<file path="src/rtl/execute_cycle_pkg.sv">
// Shared definitions for the RV32I execute stage.
// Contents: datapath widths, ALU operation codes, forwarding-select codes
// and writeback-select codes used by execute_cycle and its ALU.
package execute_cycle_pkg;

  localparam int EX_XLEN = 32;
  localparam int EX_REGW = 5;

  // ALU operation encodings carried on ALUControlE
  localparam logic [2:0] ALU_ADD = 3'b000;
  localparam logic [2:0] ALU_SUB = 3'b001;
  localparam logic [2:0] ALU_AND = 3'b010;
  localparam logic [2:0] ALU_OR  = 3'b011;
  localparam logic [2:0] ALU_XOR = 3'b100;
  localparam logic [2:0] ALU_SLT = 3'b101;
  localparam logic [2:0] ALU_SLL = 3'b110;
  localparam logic [2:0] ALU_SRL = 3'b111;

  // Forwarding source selects from the hazard unit; 2'b11 falls back to the register file
  localparam logic [1:0] FWD_REG = 2'b00;
  localparam logic [1:0] FWD_WB  = 2'b01;
  localparam logic [1:0] FWD_MEM = 2'b10;

  // Writeback result selects
  localparam logic [1:0] RESULT_ALU = 2'b00;
  localparam logic [1:0] RESULT_MEM = 2'b01;
  localparam logic [1:0] RESULT_PC4 = 2'b10;

endpackage

</file>
<file path="src/rtl/execute_cycle_alu.sv">
// Combinational ALU for the execute stage.
// Ports:
//   SrcA, SrcB  in  XLEN  operands
//   ALUControl  in  3     operation select (ALU_ADD..ALU_SRL)
//   Result      out XLEN  operation result (add/sub wrap, SLT gives 1/0)
//   Zero        out 1     Result equals zero
module alu
  import execute_cycle_pkg::*;
#(
  parameter int XLEN = EX_XLEN
) (
  input  logic [XLEN-1:0] SrcA,
  input  logic [XLEN-1:0] SrcB,
  input  logic [2:0]      ALUControl,
  output logic [XLEN-1:0] Result,
  output logic            Zero
);

  logic [4:0] shamt_s;

  assign shamt_s = SrcB[4:0];

  // Operation select; SLT compares as signed two's-complement values
  always_comb begin
    Result = {XLEN{1'b0}};
    case (ALUControl)
      ALU_ADD: Result = SrcA + SrcB;
      ALU_SUB: Result = SrcA - SrcB;
      ALU_AND: Result = SrcA & SrcB;
      ALU_OR:  Result = SrcA | SrcB;
      ALU_XOR: Result = SrcA ^ SrcB;
      ALU_SLT: begin
        if ($signed(SrcA) < $signed(SrcB)) begin
          Result = {{(XLEN-1){1'b0}}, 1'b1};
        end else begin
          Result = {XLEN{1'b0}};
        end
      end
      ALU_SLL: Result = SrcA << shamt_s;
      ALU_SRL: Result = SrcA >> shamt_s;
      default: Result = {XLEN{1'b0}};
    endcase
  end

  assign Zero = (Result == {XLEN{1'b0}});

endmodule

</file>
<file path="src/rtl/execute_cycle.sv">
// EX stage of the 5-stage RV32I pipeline.
// Selects forwarded operands, runs the ALU, resolves beq/jal and the branch
// target, and holds the EX/MEM pipeline register feeding the MEM stage.
// Ports:
//   clk, rst                  clock (rising edge), async active-low reset
//   *E control/data inputs    from the ID/EX register
//   ForwardA_E, ForwardB_E    forwarding selects from the hazard unit
//   ResultW                   WB-stage result (forwarding source)
//   PCSrcE, PCTargetE         combinational branch/jump redirect to fetch
//   *M outputs                registered EX/MEM pipeline register
module execute_cycle
  import execute_cycle_pkg::*;
#(
  parameter int XLEN = EX_XLEN,
  parameter int REGW = EX_REGW
) (
  input  logic            clk,
  input  logic            rst,
  input  logic            RegWriteE,
  input  logic            MemWriteE,
  input  logic [1:0]      ResultSrcE,
  input  logic            BranchE,
  input  logic            JumpE,
  input  logic            ALUSrcE,
  input  logic [2:0]      ALUControlE,
  input  logic [XLEN-1:0] RD1_E,
  input  logic [XLEN-1:0] RD2_E,
  input  logic [XLEN-1:0] Imm_Ext_E,
  input  logic [REGW-1:0] RD_E,
  input  logic [XLEN-1:0] PCE,
  input  logic [XLEN-1:0] PCPlus4E,
  input  logic [1:0]      ForwardA_E,
  input  logic [1:0]      ForwardB_E,
  input  logic [XLEN-1:0] ResultW,
  output logic            PCSrcE,
  output logic [XLEN-1:0] PCTargetE,
  output logic            RegWriteM,
  output logic            MemWriteM,
  output logic [1:0]      ResultSrcM,
  output logic [REGW-1:0] RD_M,
  output logic [XLEN-1:0] PCPlus4M,
  output logic [XLEN-1:0] WriteDataM,
  output logic [XLEN-1:0] ALU_ResultM
);

  logic [XLEN-1:0] src_a_s;
  logic [XLEN-1:0] fwd_b_s;
  logic [XLEN-1:0] src_b_s;
  logic [XLEN-1:0] alu_result_s;
  logic            zero_s;

  // Operand A forwarding: the MEM-stage source is our own registered ALU result
  always_comb begin
    src_a_s = RD1_E;
    case (ForwardA_E)
      FWD_WB:  src_a_s = ResultW;
      FWD_MEM: src_a_s = ALU_ResultM;
      default: src_a_s = RD1_E;
    endcase
  end

  // Operand B forwarding; this value is also the store data, never the immediate
  always_comb begin
    fwd_b_s = RD2_E;
    case (ForwardB_E)
      FWD_WB:  fwd_b_s = ResultW;
      FWD_MEM: fwd_b_s = ALU_ResultM;
      default: fwd_b_s = RD2_E;
    endcase
  end

  // Second ALU operand: immediate or forwarded rs2
  always_comb begin
    src_b_s = fwd_b_s;
    if (ALUSrcE) begin
      src_b_s = Imm_Ext_E;
    end else begin
      src_b_s = fwd_b_s;
    end
  end

  alu #(.XLEN(XLEN)) u_alu (
    .SrcA       (src_a_s),
    .SrcB       (src_b_s),
    .ALUControl (ALUControlE),
    .Result     (alu_result_s),
    .Zero       (zero_s)
  );

  // Redirect stays combinational even during reset; fetch masks it
  assign PCSrcE    = (BranchE & zero_s) | JumpE;
  assign PCTargetE = PCE + Imm_Ext_E;

  // EX/MEM pipeline register; reset discards any in-flight instruction
  always_ff @(posedge clk or negedge rst) begin
    if (!rst) begin
      RegWriteM   <= 1'b0;
      MemWriteM   <= 1'b0;
      ResultSrcM  <= 2'b00;
      RD_M        <= {REGW{1'b0}};
      PCPlus4M    <= {XLEN{1'b0}};
      WriteDataM  <= {XLEN{1'b0}};
      ALU_ResultM <= {XLEN{1'b0}};
    end else begin
      RegWriteM   <= RegWriteE;
      MemWriteM   <= MemWriteE;
      ResultSrcM  <= ResultSrcE;
      RD_M        <= RD_E;
      PCPlus4M    <= PCPlus4E;
      WriteDataM  <= fwd_b_s;
      ALU_ResultM <= alu_result_s;
    end
  end

endmodule
</file>
<file path="config.mk">
export PLATFORM = sky130hd
export DESIGN_NAME = execute_cycle
export DESIGN_NICKNAME = d
export VERILOG_FILES = /design/src/rtl/execute_cycle_pkg.sv /design/src/rtl/execute_cycle_alu.sv /design/src/rtl/execute_cycle.sv
export SDC_FILE = /design/constraint.sdc
export NUM_CORES = 1
export LEC_CHECK = 0
export BUFFER_PORTS_ARGS = -buffer_cell sky130_fd_sc_hd__buf_2
export CAP_MARGIN = 10
export CORE_MARGIN = 3
export CORE_UTILIZATION = 38
export CTS_CLUSTER_SIZE = 10
export DETAILED_ROUTE_END_ITERATION = 8
export PLACE_DENSITY = 0.71
export RECOVER_POWER = 25
export SYNTH_ARGS = -nofsm -noshare
export SYNTH_HDL_FRONTEND = slang
export SYNTH_SLANG_ARGS = --single-unit
</file>
<file path="constraint.sdc">
create_clock -name clk -period 6.2 [get_ports clk]
set_input_delay 0.31 -clock clk [delete_from_list [all_inputs] [get_ports clk]]
set_output_delay 0.31 -clock clk [all_outputs]
set_load 0.05 [all_outputs]
</file>
; ---- Yosys cells after proc, flatten, opt, wreduce, memory -nomap -nowiden
; Index checks and enable logic that the tools add are counted.
[classes]
eq_ne = 11
n_addsub = 3
mux = 5
n_bitwise = 5
n_reduce_logical = 2
n_shift = 2
magnitude_cmp = 1
[ops]
columns = operator, count
row1 = $pmux W32 S8, 1
row2 = $pmux W32 S2, 2
row3 = $add A32 B32 Y32, 2
row4 = $and A32 B32 Y32, 1
row5 = $logic_not A32 Y1, 1
row6 = $lt A32 B32 Y1, 1
row7 = $mux W32, 1
row8 = $or A32 B32 Y32, 1
row9 = $shl A32 B5 Y32, 1
row10 = $shr A32 B5 Y32, 1
row11 = $sub A32 B32 Y32, 1
row12 = $xor A32 B32 Y32, 1
row13 = $eq A3 B3 Y1 const B, 4
row14 = $eq A3 B2 Y1 const B, 2
row15 = $eq A2 B1 Y1 const B, 2
row16 = $eq A2 B2 Y1 const B, 2
row17 = $eq A3 B1 Y1 const B, 1
row18 = $logic_not A3 Y1, 1
row19 = $and A1 B1 Y1, 1
row20 = $mux W1, 1
row21 = $or A1 B1 Y1, 1
[word_totals]
elab_cells = 36
ff_bits = 105

; ---- Logic depth before layout (Yosys ltp)
; Gate-level depths: netlist (run 1).
[depth]
ltp_word = 9
mapped_depth = 23

; ---- By module
; Synthesis (run 1) repeated with hierarchy kept, for this count alone.
[hier_totals]
hier_cells = 2009
area_unflattened_um2 = 15723.8
[by_module_without_submodules]
columns = module, cells_each, instances, area_per_inst_um2
row1 = alu, 1395, 1, 9778.1
row2 = execute_cycle, 614, 1, 5945.7

; ---- Worst setup path before layout (run 1)
; OpenSTA, ideal clock, no wires.
[synth_path]
kind = in2out
startpoint = input port ForwardB_E[0]
endpoint = output port PCSrcE
n_path_buf = 5
path_stages = 22
arrival_time_ns = 5.980
setup_slack_ns = -0.090
t_required_ns = 5.890
path_cell_list = inv_1 > ha_1 > buf_2 > a221oi_1 > o31a_1 > buf_2 > clkbuf_1 > clkbuf_1 > clkbuf_1 > ha_1 > nor2b_1 > o211ai_1 > a211o_1 > a2111oi_0 > o21ai_0 > xor2_1 > nor2_1 > a211o_1 > or4_1 > or4_1 > nor4_1 > a21o_1
[synth_via]
elab_cells_between_ends = 17
classes_between = add/sub (2) / order compare (1) / eq/ne (2) / shift (2) / mux (4) / bitwise (5) / reduce/logical (1)
[synth_rtl]
columns = item, line_no
row1 = start: declaration, execute_cycle.sv:33  ; input logic [1:0] ForwardB_E,
row2 = $eq A2 B2 Y1 or $eq A2 B1 Y1 (tied branches), execute_cycle.sv:65  ; case (ForwardB_E)
row3 = $pmux W32 S2 (*), execute_cycle.sv:65
row4 = $mux W32 (*), execute_cycle.sv:75  ; if (ALUSrcE) begin
row5 = $sub A32 B32 Y32 (tied with other cells), execute_cycle_alu.sv:28  ; ALU_SUB: Result = SrcA - SrcB;
row6 = $pmux W32 S8 (*), execute_cycle_alu.sv:26  ; case (ALUControl)
row7 = via alu_result_s[26], execute_cycle.sv:49  ; logic [XLEN-1:0] alu_result_s;
row8 = $logic_not A32 Y1 (*), execute_cycle_alu.sv:45  ; assign Zero = (Result == {XLEN{1'b0}});
row9 = $and A1 B1 Y1 (*), execute_cycle.sv:91  ; assign PCSrcE = (BranchE & zero_s) | JumpE;
row10 = $or A1 B1 Y1 (*), execute_cycle.sv:91
row11 = end: declaration, execute_cycle.sv:35  ; output logic PCSrcE,
; Mark *: on every way through the listed nets, which the timed path passes. The rest lies on a longest branch.

; ---- Final worst setup path (run 1)
[layout_path]
startpoint = input port ForwardA_E[1]
endpoint = output port PCSrcE
[layout_via]
elab_cells_between_ends = 16
classes_between = add/sub (2) / order compare (1) / eq/ne (2) / shift (2) / mux (3) / bitwise (5) / reduce/logical (1)
[layout_rtl]
columns = item, line_no
row1 = start: declaration, execute_cycle.sv:32  ; input logic [1:0] ForwardA_E,
row2 = $eq A2 B2 Y1 or $eq A2 B1 Y1 (tied branches), execute_cycle.sv:55  ; case (ForwardA_E)
row3 = $pmux W32 S2 (*), execute_cycle.sv:55
row4 = $sub A32 B32 Y32 (tied with other cells), execute_cycle_alu.sv:28
row5 = $pmux W32 S8 (*), execute_cycle_alu.sv:26
row6 = via alu_result_s[26], execute_cycle.sv:49
row7 = $logic_not A32 Y1 (*), execute_cycle_alu.sv:45
row8 = $and A1 B1 Y1 (*), execute_cycle.sv:91
row9 = $or A1 B1 Y1 (*), execute_cycle.sv:91
; Marked as above.

==> results of run 1 <==
## state kept, by name, summed over array words and instances, names as in the netlist
name	cells
PCPlus4M	32
WriteDataM	32
ALU_ResultM	32
MemWriteM	1
ResultSrcM	2
RD_M	5
RegWriteM	1
## what timing repair did
item | CTS | global route
gates resized for setup | 3 | 31
setup endpoints to repair | 1 | 1
setup buffers | 0 | 0
hold endpoints to repair | 44 | 0
hold buffers | 1 | 0
## report_power, final
group	internal, mW	switching [mW]	total, mW	leakage, nW
clock network	0.285	0.304	0.589	0.147
logic	1.02	2.18	3.19	6.91
registers	0.776	0.0848	0.861	1.28
## metrics by stage
step / hold slack (ns) / worst slack, ns
after global placement: 0.344 / -0.00600
after CTS: 0.0272 / 0.00248
after detailed placement: 0.350 / -0.124
after global routing: 0.0294 / 0.0298
after floorplan: 0.0144 / 0.0122
final: 0.0421 / 0.180
## layer usage
layer  track usage  wire length (um)  up-vias  share of wire
met5             0                 0        -              0
met1         0.477             29900     8450           0.40
li1              -                 -     7871              -
met2         0.570             32800     1159           0.44
met3        0.0720              7920      207           0.11
met4         0.170              4260        0          0.057
## layout make-up
class / instances / share of cell area
multi-input combinational: 1541 / 0.599
antenna: 3 / 0.000429
inverter: 138 / 0.0296
sequential: 105 / 0.150
clock buffer: 9 / 0.0129
clock inverter: 7 / 0.00400
tap: 461 / 0.0329
timing repair buffer: 511 / 0.171
## cell families after synthesis
kind of cell / count (synthesis) / synth area share
AO/OA/AOI/OAI: 727 / 0.344
AND/OR/NAND/NOR: 551 / 0.183
buffers and inverters: 269 / 0.0745
adder cells (fa/ha/maj): 135 / 0.122
flip-flops: 105 / 0.187
multiplexers: 74 / 0.0559
XOR/XNOR: 54 / 0.0337
## layout by cell type (no fill, tap or decap), types with 9 or more instances in the layout
master,instances
o211ai_1,20
o22ai_1,77
nor4_1,13
and2_1,10
nand3_1,28
o31ai_1,11
a211o_1,9
mux2i_1,66
o21ai_1,23
nor2_1,185
nand4_1,10
buf_2,345
a31oi_1,13
nand2_1,145
inv_1,133
o21a_1,17
a221oi_1,19
xnor2_1,43
buf_4,157
nor2b_1,23
clkbuf_16,9
a211oi_1,38
ha_1,127
a21o_1,27
a221o_1,17
a22oi_1,83
o221ai_1,20
nand2b_1,29
nor3_1,50
xor2_1,11
o21ai_0,121
or2_2,12
dfrtp_1,105
a21oi_1,148
## worst max path at each step
stage / slack (ns) / to / cells after the start
after global routing: 0.03 / PCSrcE / 22
after floorplan: 0.01 / PCSrcE / 22
after detailed placement: -0.12 / PCSrcE / 19
after CTS: 0.002 / PCSrcE / 21
after global placement: -0.006 / PCSrcE / 23
final: 0.18 / PCSrcE / 22
==> impl_results.md, run 1 <==
* Die Height at 198 um
* # rows at 69
* WHS Path Cells at 1
* Crit path buf inv count at 7
* Final core utilization at 0.486
* Clk Latency, worst-skew pair at 0.37 ns
* First-pass GRT wire length at 107000 um
* Io pins at 351
* CP max stage delay at 0.59 ns
* Failing checks: max-capacitance violations, max-slew violations
* Synth top area cells: dfrtp_1 19%, ha_1 12%, a21oi_1 5.3%, nor2_1 5.0%, mux2i_1 4.7%
* # setup viols final at 0
* Area leader, netlist: dfrtp_1
* Grt total ovfl at 0
* Register area at 2630 um^2
* DR iter-0 viols at 2214
* Filler instances at 3682
* Root Driver: clkbuf_16
* # Max-Cap Violations at 1
* Hold path start: RD_E[0]
* Yosys warning count at 0
* Cells after Synth at 1915
* Hold Path End: RD_M[0]$_DFF_PN0_
* Worst setup path startpoint: ForwardA_E[1]
* Cell variety after synth at 79
* Asr flop ratio synth at 1.00
* Setup TNS at 0 ns
* Final WL at 74900 um
* Final min period at 6.02 ns
* Design area at 17500 um^2
* Most frequent cell after synthesis: nor2_1
* Num CTS Buffers at 9
* Area growth syn-to-layout at 24.8%
* Largest net degree at the start of global routing at 62
* Unrepaired setup endpoints after global routing: false
* Final hold vios at 0
* Clock tree buffer depth at 2
* CP max stage cell: or4_1
* CP required at 5.89 ns
* CP Capture Type: output port
* Clock Skew at 0.0139 ns
* CTS HTree Levels at 3
* Fraction of layout cells with a size suffix above 1 at 0.251
* Top_reg_cell synth: dfrtp_1
* Die W at 198 um
* Reg2reg path depth at 16
* Worst r2r src: ALU_ResultM[2]$_DFF_PN0_
* TritonCTS clock tree: done
* Routability cong. at 1.03
* Total track usage at 0.362
* Avg Cell Area, Syn at 7.33 um^2
* Startpoint types: input port
* R2R Setup Slk at 1.60 ns
* Area share of the largest cell type after synthesis at 0.187
* Worst-Margin Slew at 2.54 ns
* Worst Path Max Fanout at 10
* Critical Setup Path Class: input port to output port
* Total die area at 39300 um^2
* Post-route clock period utilization at 0.971
* First-pass detailed-route iteration total at 7
* Syn Std Cell Area at 14000 um^2
* Fmax at 166 MHz
* Maximum VDD drop at 0.000135 V
* Crit-path leading delay family: simple AND/OR/NAND/NOR gates
* Vias in the first global route at 16400
* Post-synth EDFFs at 0
* FF-to-FF End: ALU_ResultM[31]$_DFF_PN0_
* Post-synth top cells: 186 x nor2_1, 149 x a21oi_1, 145 x nand2_1, 133 x inv_1, 132 x ha_1
* Initial antenna violation count at 3
* CP Data Arrival Time at 5.71 ns
* Overall Power at 4.65 mW
* Post-DP HPWL at 61100 um
* Cell Area, Placed at 17100 um^2
* Multi-input combinational cell area at 10500 um^2
* Max-slew violations at 46
* DP Cell Count at 2755
* DRC violations left at 0
* Num Clock Sinks at 105
* DR WL/cell at 27.0 um
* Core region area at 36000 um^2
* Post-route ant nets at 0
* Yosys reg bits at 105
* NumNets Final at 2654
* CP most frequent cell: buf_4
* Final cell count without fillers at 2775
* Worst-path clk slew at 0.08 ns
* Status: complete, but fails checks
* Avg Vias per Cell at 6.37
* Hold Crit Class: input port to register
* Cell Pwr Density at 265 nW/um^2
* Post-Synthesis Net Count at 2263
* Port bufs at 350
* Sequential area share after synthesis at 0.187
* Static leakage at 8.33 nW
* DR vias at 17700
* Crit-path cells: buf_2 > inv_1 > ha_1 > buf_4 > buf_4 > buf_4 > a221o_1 > o21ai_1 > inv_1 > ha_1 > or3_4 > nor3b_2 > o311ai_2 > nand2b_1 > a21oi_1 > mux2_2 > a211o_1 > or4_1 > or4_1 > nor4_1 > a21o_2 > clkbuf_4
* Starting density of the core at 0.390
* Slew margin rel. at -0.691
Note: power is estimated with default switching activity, not from simulation.
==> run 2, diff against run 1 <==
--- a/config.mk
+++ b/config.mk
@@ -7,11 +7,14 @@
 export LEC_CHECK = 0
 export BUFFER_PORTS_ARGS = -buffer_cell sky130_fd_sc_hd__buf_2
 export CAP_MARGIN = 10
+export CELL_PAD_IN_SITES_DETAIL_PLACEMENT = 0
+export CELL_PAD_IN_SITES_GLOBAL_PLACEMENT = 1
 export CORE_MARGIN = 3
 export CORE_UTILIZATION = 38
 export CTS_CLUSTER_SIZE = 10
 export DETAILED_ROUTE_END_ITERATION = 8
-export PLACE_DENSITY = 0.71
+export MAX_ROUTING_LAYER = met4
+export PLACE_DENSITY = 0.88
 export RECOVER_POWER = 25
 export SYNTH_ARGS = -nofsm -noshare
 export SYNTH_HDL_FRONTEND = slang
==> constraint.sdc (replaced) <==
create_clock -name clk -period 6.3 [get_ports clk]
set_input_delay 0.315 -clock clk [delete_from_list [all_inputs] [get_ports clk]]
set_output_delay 0.315 -clock clk [all_outputs]
set_load 0.05 [all_outputs]
==> run 2 against run 1 <==
  * The run still ends with max-capacitance violations, max-slew violations left
  * Die area is the same
  * Utilization is essentially flat
  * Global-route usage grew 3.5 points
  * Highest routed layer unchanged
  * Cell count is essentially flat
==> impl_results.md, run 2 (same netlist as run 1, synthesis figures left out) <==
* Status: complete, but fails checks
* Failing checks: max-capacitance violations, max-slew violations
* Total die area at 39300 um^2 (unchanged)
* DR WL/cell at 28.9 um (+7.2%)
* Num Clock Sinks at 105 (unchanged)
* Worst-path clk slew at 0.08 ns (about the same)
* Area growth syn-to-layout at 24.9% (about the same)
* First-pass GRT wire length at 113000 um (+5.1%)
* # setup viols final at 0 (unchanged)
* Unrepaired setup endpoints after global routing: false
* Port bufs at 350 (unchanged)
* DR iter-0 viols at 2234 (+0.90%)
* FF-to-FF End: ALU_ResultM[31]$_DFF_PN0_
* NumNets Final at 2653 (-0.038%)
* Cell Pwr Density at 265 nW/um^2 (about the same)
* Post-DP HPWL at 66100 um (+8.2%)
* DRC violations left at 0 (unchanged)
* Max-slew violations at 33 (-28%)
* Pre-CTS setup slack at -0.318 ns (-0.194 ns)
* Clock tree buffer depth at 2 (unchanged)
* Hold Path End: RD_M[1]$_DFF_PN0_
* Routability cong. at 1.06 (+2.4%)
* Largest registers: ALU_ResultM x32, PCPlus4M x32, WriteDataM x32
* Fraction of layout cells with a size suffix above 1 at 0.247 (-0.00422)
* Core region area at 36000 um^2 (unchanged)
* Root Driver: clkbuf_16
* Static leakage at 8.33 nW (about the same)
* Clk Latency, worst-skew pair at 0.37 ns (about the same)
* Final min period at 6.21 ns
* Die W at 198 um (unchanged)
* Commonest cells after routing, fill and taps aside: 345 x buf_2, 186 x nor2_1, 154 x buf_4
* Total track usage at 0.397 (+0.0350)
* Vias in the first global route at 16900 (+3.1%)
* Final WL at 80300 um (+7.3%)
* Post-route clock period utilization at 0.986
* Filler instances at 3705 (+0.62%)
* CP Data Arrival Time at 5.90 ns (+0.19 ns)
* Avg Vias per Cell at 6.41 (+0.64%)
* Critical Setup Path Class: register to output port
* Slew margin rel. at -0.433 (+0.258)
* CTS HTree Levels at 3 (unchanged)
* Fmax at 161 MHz
* Largest net degree at the start of global routing at 75 (+21%)
* WHS Path Cells at 1 (unchanged)
* Final hold vios at 0 (unchanged)
* Die Height at 198 um (unchanged)
* Worst Path Max Fanout at 42 (+32)
* Clock Skew at 0.0113 ns (-0.00263 ns)
* TritonCTS clock tree: done
* Design area at 17500 um^2 (about the same)
* First-pass detailed-route iteration total at 6 (-1)
* Io pins at 351 (unchanged)
* CP required at 5.98 ns (+0.09 ns)
* Starting density of the core at 0.390 (unchanged)
* Reg2reg path depth at 17 (+1)
* Worst hold slack at 0.0467 ns (+0.00456 ns)
* Initial antenna violation count at 6 (+3)
* Cell Area, Placed at 17100 um^2 (about the same)
* R2R Setup Slk at 1.51 ns (-0.09 ns)
* Post-route ant nets at 0 (unchanged)
* # rows at 69 (unchanged)
* Num CTS Buffers at 9 (unchanged)
* Worst-Margin Slew at 2.15 ns (-0.387 ns)
* Maximum VDD drop at 0.000162 V (+20%)
* # Max-Cap Violations at 1 (unchanged)
* Setup WS post-layout at 0.0899 ns (-0.0903 ns)
* CP Capture Type: output port
* Grt total ovfl at 0 (unchanged)
* Hold path start: RD_E[1]
* Hold Crit Class: input port to register
* Worst r2r src: ALU_ResultM[1]$_DFF_PN0_
* DR vias at 17800 (+0.68%)
* Startpoint types: register
* Commonest non-fill, non-tap cell in the layout: buf_2
==> run 2: repair_timing <==
item                                   4_1_cts  5_1_grt
gates resized for setup                      5       23
endpoints found under the hold margin       31        0
setup endpoints to repair                    1        1
buffers inserted                             0        1
hold buffers                                 1        0
pin swaps                                    0        3
==> run 2: critical path, stage by stage (launching register included) <==
cell      delay (ns)
dfrtp_1         0.46
a221oi_1        0.41
o31a_1          0.30
buf_4           0.53
nand2_1         0.59
o22ai_1         0.49
nor3_1          0.13
nor4_1          0.51
nand2_1         0.27
nor4_1          0.33
nor4b_1         0.39
nand4b_1        0.29
nor4_2          0.29
buf_4           0.15
a21o_1          0.13
buf_4           0.20
==> run 2: area by class of cell <==
type                       instances  area (um^2)  area share
inverter                         138          518      0.0296
antenna                            5         12.5    0.000714
sequential                       105         2630       0.150
tap                              461          577      0.0329
clock buffer                       9          225      0.0129
clock inverter                     7         76.3     0.00435
timing repair buffer             510         3020       0.172
multi-input combinational       1541        10500       0.598
==> run 2: where the power goes <==
part / switching [mW] / internal (mW)
clock network: 0.297 / 0.314
registers: 0.114 / 0.764
logic: 2.17 / 0.982
==> run 2: metal layers <==
layer / vias to the layer above / wire length (um) / GRT usage
met4: 0 / 4730 / 0.197
met1: 8472 / 31700 / 0.505
met2: 1232 / 35400 / 0.610
li1: 7882 / - / -
met3: 221 / 8440 / 0.0665
met5: - / 0 / -
==> run 2: metrics by stage <==
step                TNS (ns)  cells  power (mW)  utilization
global placement      -0.243   2753        3.93        0.475
detailed placement    -0.318   2753        3.92        0.475
finish                     0   2776        4.65        0.487
global route               0   2776        4.82        0.487
CTS                        0   2770        4.54        0.484
floorplan                  0   1915        2.74            -
==> run 2: how the worst max path moves through the flow <==
stage | from | endpoint | slack [ns]
finish | ALU_ResultM[1]$_DFF_PN0_ | PCSrcE | 0.09
global route | ALU_ResultM[0]$_DFF_PN0_ | PCSrcE | 0.04
CTS | ALU_ResultM[0]$_DFF_PN0_ | PCSrcE | 0.04
detailed placement | ForwardA_E[0] | PCSrcE | -0.32
global placement | ForwardB_E[1] | PCSrcE | -0.24
floorplan | ForwardB_E[0] | PCSrcE | 0.0003
